--- src/rtl/video_timing_gen.sv ---
//==============================================================================
// video_timing_gen
// Raster timing generator: horizontal/vertical counters, blanking, sync,
// display-enable, blanked pixel pass-through, frame/line events and a field
// toggle. Configuration is shadowed and only takes effect at frame wrap.
// Rev 1.0
//==============================================================================
`default_nettype none

module video_timing_gen #(
   parameter int   HW     = 9,
   parameter int   VW     = 9,
   parameter int   RGBW   = 12,
   parameter logic HS_POL = 1'b0,
   parameter logic VS_POL = 1'b0
) (
   input  logic            clk_sys,
   input  logic            reset,
   input  logic            ce_pix,
   input  logic [HW-1:0]   h_total,
   input  logic [HW-1:0]   h_active,
   input  logic [HW-1:0]   hs_start,
   input  logic [HW-1:0]   hs_end,
   input  logic [VW-1:0]   v_total,
   input  logic [VW-1:0]   v_active,
   input  logic [VW-1:0]   vs_start,
   input  logic [VW-1:0]   vs_end,
   input  logic [VW-1:0]   irq_line,
   input  logic [RGBW-1:0] rgb_in,
   output logic [HW-1:0]   hpos,
   output logic [VW-1:0]   vpos,
   output logic            hblank,
   output logic            vblank,
   output logic            hsync,
   output logic            vsync,
   output logic            de,
   output logic [RGBW-1:0] rgb_out,
   output logic            frame_start,
   output logic            line_irq,
   output logic            field
);

   // Shadow copies of the configuration, stable for a whole frame
   logic [HW-1:0]   h_total_q, h_active_q, hs_start_q, hs_end_q;
   logic [VW-1:0]   v_total_q, v_active_q, vs_start_q, vs_end_q, irq_line_q;

   // Raster counters and registered outputs
   logic [HW-1:0]   hcnt_q, hcnt_d;
   logic [VW-1:0]   vcnt_q, vcnt_d;
   logic            hblank_q, hblank_d;
   logic            vblank_q, vblank_d;
   logic            hsync_q, hsync_d;
   logic            vsync_q, vsync_d;
   logic            de_q, de_d;
   logic [RGBW-1:0] rgb_q, rgb_d;
   logic            frame_start_q, frame_start_d;
   logic            line_irq_q, line_irq_d;
   logic            field_q, field_d;

   // Decode helpers
   logic [HW-1:0]   h_last;
   logic [VW-1:0]   v_last;
   logic            h_wrap;
   logic            v_wrap;
   logic            frame_wrap;
   logic            irq_in_range;

   // Next-state computation for counters, flags and events (shadow values only)
   always_comb begin
      // A total of 0 subtracts to all-ones, giving the full counter range
      h_last        = h_total_q - HW'(1);
      v_last        = v_total_q - VW'(1);
      h_wrap        = (hcnt_q >= h_last);
      v_wrap        = (vcnt_q >= v_last);
      frame_wrap    = h_wrap & v_wrap;

      hcnt_d        = h_wrap ? '0 : (hcnt_q + HW'(1));
      vcnt_d        = vcnt_q;
      if (h_wrap) begin
         vcnt_d     = v_wrap ? '0 : (vcnt_q + VW'(1));
      end

      // Flags describe the position the counters are moving to
      hblank_d      = (hcnt_d >= h_active_q);
      vblank_d      = (vcnt_d >= v_active_q);
      hsync_d       = ((hcnt_d >= hs_start_q) && (hcnt_d < hs_end_q)) ? HS_POL : ~HS_POL;
      vsync_d       = ((vcnt_d >= vs_start_q) && (vcnt_d < vs_end_q)) ? VS_POL : ~VS_POL;
      de_d          = ~hblank_d & ~vblank_d;

      // Pixel data is gated by the flags of the position being left,
      // which lines rgb_out up one pixel behind hpos
      rgb_d         = (hblank_q | vblank_q) ? '0 : rgb_in;

      frame_start_d = (hcnt_d == '0) && (vcnt_d == '0);
      irq_in_range  = (irq_line_q <= v_last);
      line_irq_d    = h_wrap && (vcnt_d == irq_line_q) && irq_in_range;

      field_d       = frame_wrap ? ~field_q : field_q;
   end

   // Shadow configuration: captured at reset and at each frame wrap
   always_ff @(posedge clk_sys) begin
      if (reset || (ce_pix && frame_wrap)) begin
         h_total_q  <= h_total;
         h_active_q <= h_active;
         hs_start_q <= hs_start;
         hs_end_q   <= hs_end;
         v_total_q  <= v_total;
         v_active_q <= v_active;
         vs_start_q <= vs_start;
         vs_end_q   <= vs_end;
         irq_line_q <= irq_line;
      end
   end

   // Counters: reset parks them on the last position so the first pixel is (0,0)
   always_ff @(posedge clk_sys) begin
      if (reset) begin
         hcnt_q <= h_total - HW'(1);
         vcnt_q <= v_total - VW'(1);
      end else if (ce_pix) begin
         hcnt_q <= hcnt_d;
         vcnt_q <= vcnt_d;
      end
   end

   // Timing flags, pixel data and field: update once per pixel, hold otherwise
   always_ff @(posedge clk_sys) begin
      if (reset) begin
         hblank_q <= 1'b1;
         vblank_q <= 1'b1;
         hsync_q  <= ~HS_POL;
         vsync_q  <= ~VS_POL;
         de_q     <= 1'b0;
         rgb_q    <= '0;
         field_q  <= 1'b0;
      end else if (ce_pix) begin
         hblank_q <= hblank_d;
         vblank_q <= vblank_d;
         hsync_q  <= hsync_d;
         vsync_q  <= vsync_d;
         de_q     <= de_d;
         rgb_q    <= rgb_d;
         field_q  <= field_d;
      end
   end

   // Event pulses: single clk_sys wide, cleared on every non-pixel cycle
   always_ff @(posedge clk_sys) begin
      if (reset) begin
         frame_start_q <= 1'b0;
         line_irq_q    <= 1'b0;
      end else if (ce_pix) begin
         frame_start_q <= frame_start_d;
         line_irq_q    <= line_irq_d;
      end else begin
         frame_start_q <= 1'b0;
         line_irq_q    <= 1'b0;
      end
   end

   assign hpos        = hcnt_q;
   assign vpos        = vcnt_q;
   assign hblank      = hblank_q;
   assign vblank      = vblank_q;
   assign hsync       = hsync_q;
   assign vsync       = vsync_q;
   assign de          = de_q;
   assign rgb_out     = rgb_q;
   assign frame_start = frame_start_q;
   assign line_irq    = line_irq_q;
   assign field       = field_q;

endmodule

`default_nettype wire

--- config.mk ---
export PLATFORM = sky130hd
export DESIGN_NAME = video_timing_gen
export DESIGN_NICKNAME = d
export VERILOG_FILES = /design/src/rtl/video_timing_gen.sv
export SDC_FILE = /design/constraint.sdc
export NUM_CORES = 1
export LEC_CHECK = 0
export CAP_MARGIN = 20
export CORE_MARGIN = 10
export CORE_UTILIZATION = 50
export DETAILED_ROUTE_END_ITERATION = 10
export GPL_TIMING_DRIVEN = 0
export PLACE_DENSITY_LB_ADDON = 0.05
export SLEW_MARGIN = 20
export SYNTH_ARGS = -nofsm -noshare
export SYNTH_HDL_FRONTEND = slang
export SYNTH_SLANG_ARGS = --single-unit
--- constraint.sdc ---
create_clock -name clk_sys -period 7.69 [get_ports clk_sys]
set_clock_uncertainty 0.1 [all_clocks]
set_input_delay 1.538 -clock clk_sys [delete_from_list [all_inputs] [get_ports clk_sys]]
set_output_delay 1.538 -clock clk_sys [all_outputs]
set_load 0.01 [all_outputs]
==> impl_metrics.yaml <==
run_status:
  outcome: "complete, no violations"
power:
  finalPower_mw: 2.256
  power_density_nw_per_um2: 250.2
  irDropWorstVdd_mv: 0.1964
  power_leakage_nw: 3.719
synth:
  synth_edf_count: 99
  syn_area_sq_um: 6814
  syn_area_per_cell_sq_um: 11.12
  synthArstFlopShare: 0
  synth_cell_types: 60
  syn-num-nets: 784
  synth_cells: 613
  ys_seq_area_frac: 0.4950
  synth-warning-count: 0
  ys.flop_type: "edfxtp_1"
  synth-seq-cells: 119
placement:
  placed_area_sq_um: 8401
  dp_slack_ns: 1.759
  port-buffer-count: 133
  dp_hpwl_um: 13620
  gp_congestion: 0.8981
floorplanning:
  coreArea_sq_um: 13300
  row_count: 42
  initial_core_util: 0.5125
  die_w_um: 136.7
  die-height_um: 136.7
  ios: 134
  die_area_sq_um: 18700
sta:
  rsz0062_at_grt: "no"
  min_period_over_period: 0.7728
  tightestPinTransition_ns: 0.8498
  final_hold_viol_count: 0
  maxSlewHeadroom: 0.4329
  finalSetupViolations: 0
  finalWorstSetupSlack_ns: 1.747
  fmax_mhz: 168.3
  post-route-min-period_ns: 5.943
  report.final.slew_viol_count: 0
  final.setup.tns_ns: 0
critical_path:
  arrival_ns: 6.20
  cp-start-kind: "register"
  slowest_stage: "a2111oi_0"
  crit_fanout: 10
  crit_buf_inv: 2
  crit_required_ns: 7.95
  critical_path.max_stage_delay_ns: 0.50
  endpoint_kind: "register"
  cpLargestDelayFamily: "compound AO/OA/AOI/OAI gates"
  crit_type: "register to register"
  path_cells: "or3_1 > or2_2 > nor4_1 > xnor2_1 > ha_1 > and2_1 > o2111ai_1 > o31ai_1 > clkbuf_1 > clkbuf_1 > nor2_1 > a21oi_2 > ha_1 > nand2b_1 > a21o_1 > a21o_1 > a21oi_1 > nor2b_1 > o21ai_0 > nand2b_1 > a2111oi_0 > o32a_1"
global_route:
  grt_max_degree: 55
  grtUsageTotal: 0.1918
  antenna_found_initial: 0
  grt-ovfl-total: 0
  first_global_vias: 5573
  grt_pass1_wl_um: 28020
detailed_routing:
  viasPerCell: 5.572
  vias: 5321
  drtPass1Iterations: 5
  drc_errors: 0
  first_iter_violations: 326
  wire_per_inst_um: 18.28
  totalWireLength_um: 17460
  ant_nets: 0
clocking:
  htreeDepth: 4
  clk_latency_ns: 0.41
  cts_resized: 0
  cts_buffer_depth: 2
  numCtsBuffers: 17
  cts_tree: "built"
  post_cts_buffers: 0
  clockRootBuffer: "clkbuf_16"
  cts_hold_buf: 0
  cts_sinks: 119
  clk_pin_slew_ns: 0.06
final_layout:
  layout-drive-gt1-share: 0.06033
  fill_cells: 1053
  area_growth_pct: 32.30
  diodes: 0
  post-route-util: 0.6781
  final_common_cell: "clkdlybuf4s50_1"
  final_cell_mix: "clkdlybuf4s50_1, edfxtp_1, ha_1, inv_1, nor2_1"
  final_nets: 937
  multi_input_area_sq_um: 3141
  fin_area_sq_um: 9015
  seqCellArea_sq_um: 3373
  largest_reg_flops: 12
min_path:
  hold_class: "register to register"
flow_run:
  cap_violations: 0
==> synth_stat cells, types with 3 or more instances <==
master,n,area share
edfxtp_1,99,0.44
ha_1,75,0.14
inv_1,69,0.038
nor2_1,42,0.023
nand2_1,29,0.016
a21oi_1,26,0.019
xnor2_1,25,0.032
o21ai_0,21,0.015
dfxtp_1,20,0.059
a21o_1,18,0.020
nor3_1,18,0.013
xor2_1,18,0.023
a22o_1,16,0.021
clkbuf_1,12,0.0066
nand3_1,11,0.0081
nand2b_1,10,0.0092
nor4_1,10,0.0092
nand4_1,8,0.0073
nor2b_1,8,0.0073
o21ai_1,7,0.0051
a211oi_1,5,0.0055
or3_1,5,0.0046
maj3_2,4,0.0066
mux2i_1,4,0.0059
a31oi_1,3,0.0028
and3_1,3,0.0028
mux2_2,3,0.0050
nor3b_1,3,0.0033
o211ai_1,3,0.0033
==> metrics by stage <==
stage / std cells / hold WS (ns)
CTS: 955 / 0.3827
finish: 955 / 0.3827
global route: 955 / 0.4125
global placement: 922 / 0.3598
detailed placement: 923 / 0.3626
floorplan: 613 / 0.4076
==> routing by layer <==
metal,vias to the layer above,GRT usage,wire length [um]
met4,0,0.06864,325
met1,2542,0.2253,7209
li1,2550,-,-
met2,202,0.3127,8266
met3,27,0.07441,1657
met5,-,0,0
==> report_power, final <==
group          switching [mW]  leakage [nW]  internal, mW
clock                   0.306         0.298         0.517
sequential             0.0522          1.15         0.776
combinational           0.322          2.27         0.283
total                   0.680          3.72          1.58
==> logic make-up after synthesis <==
logic type | synth area share
and+or+nand+nor | 0.1197
AOI/OAI and AO/OA | 0.1197
DFF | 0.4950
buffers and inverters | 0.04517
adders and majority gates | 0.1458
xor gates and xnor gates | 0.06206
muxes | 0.01249
==> layout make-up <==
class                      count  area share
multi-input combinational    412      0.3484
tap                          176     0.02443
sequential                   119      0.3742
clock inverter                15     0.02096
clock buffer                  17     0.04719
buffer                        12    0.004997
inverter                      70     0.02915
timing repair buffer         134      0.1507
==> worst paths after layout <==
| kind | startpoint | endpoint | slack, ns | cells after the start |
|---|---|---|---|---|
| worst max-delay path | h_total_q[2]$_DFFE_PP_ | vsync$_SDFFE_PP1P_ | 1.75 | 22 |
| worst min-delay path | rgb_out[7]$_SDFFE_PP0P_ | rgb_out[7]$_SDFFE_PP0P_ | 0.38 | 1 |
| worst max register to register | h_total_q[2]$_DFFE_PP_ | vsync$_SDFFE_PP1P_ | 1.75 | 22 |
| worst min register to register | rgb_out[7]$_SDFFE_PP0P_ | rgb_out[7]$_SDFFE_PP0P_ | 0.38 | 1 |
No activity file was read; power rests on OpenSTA's default activity.
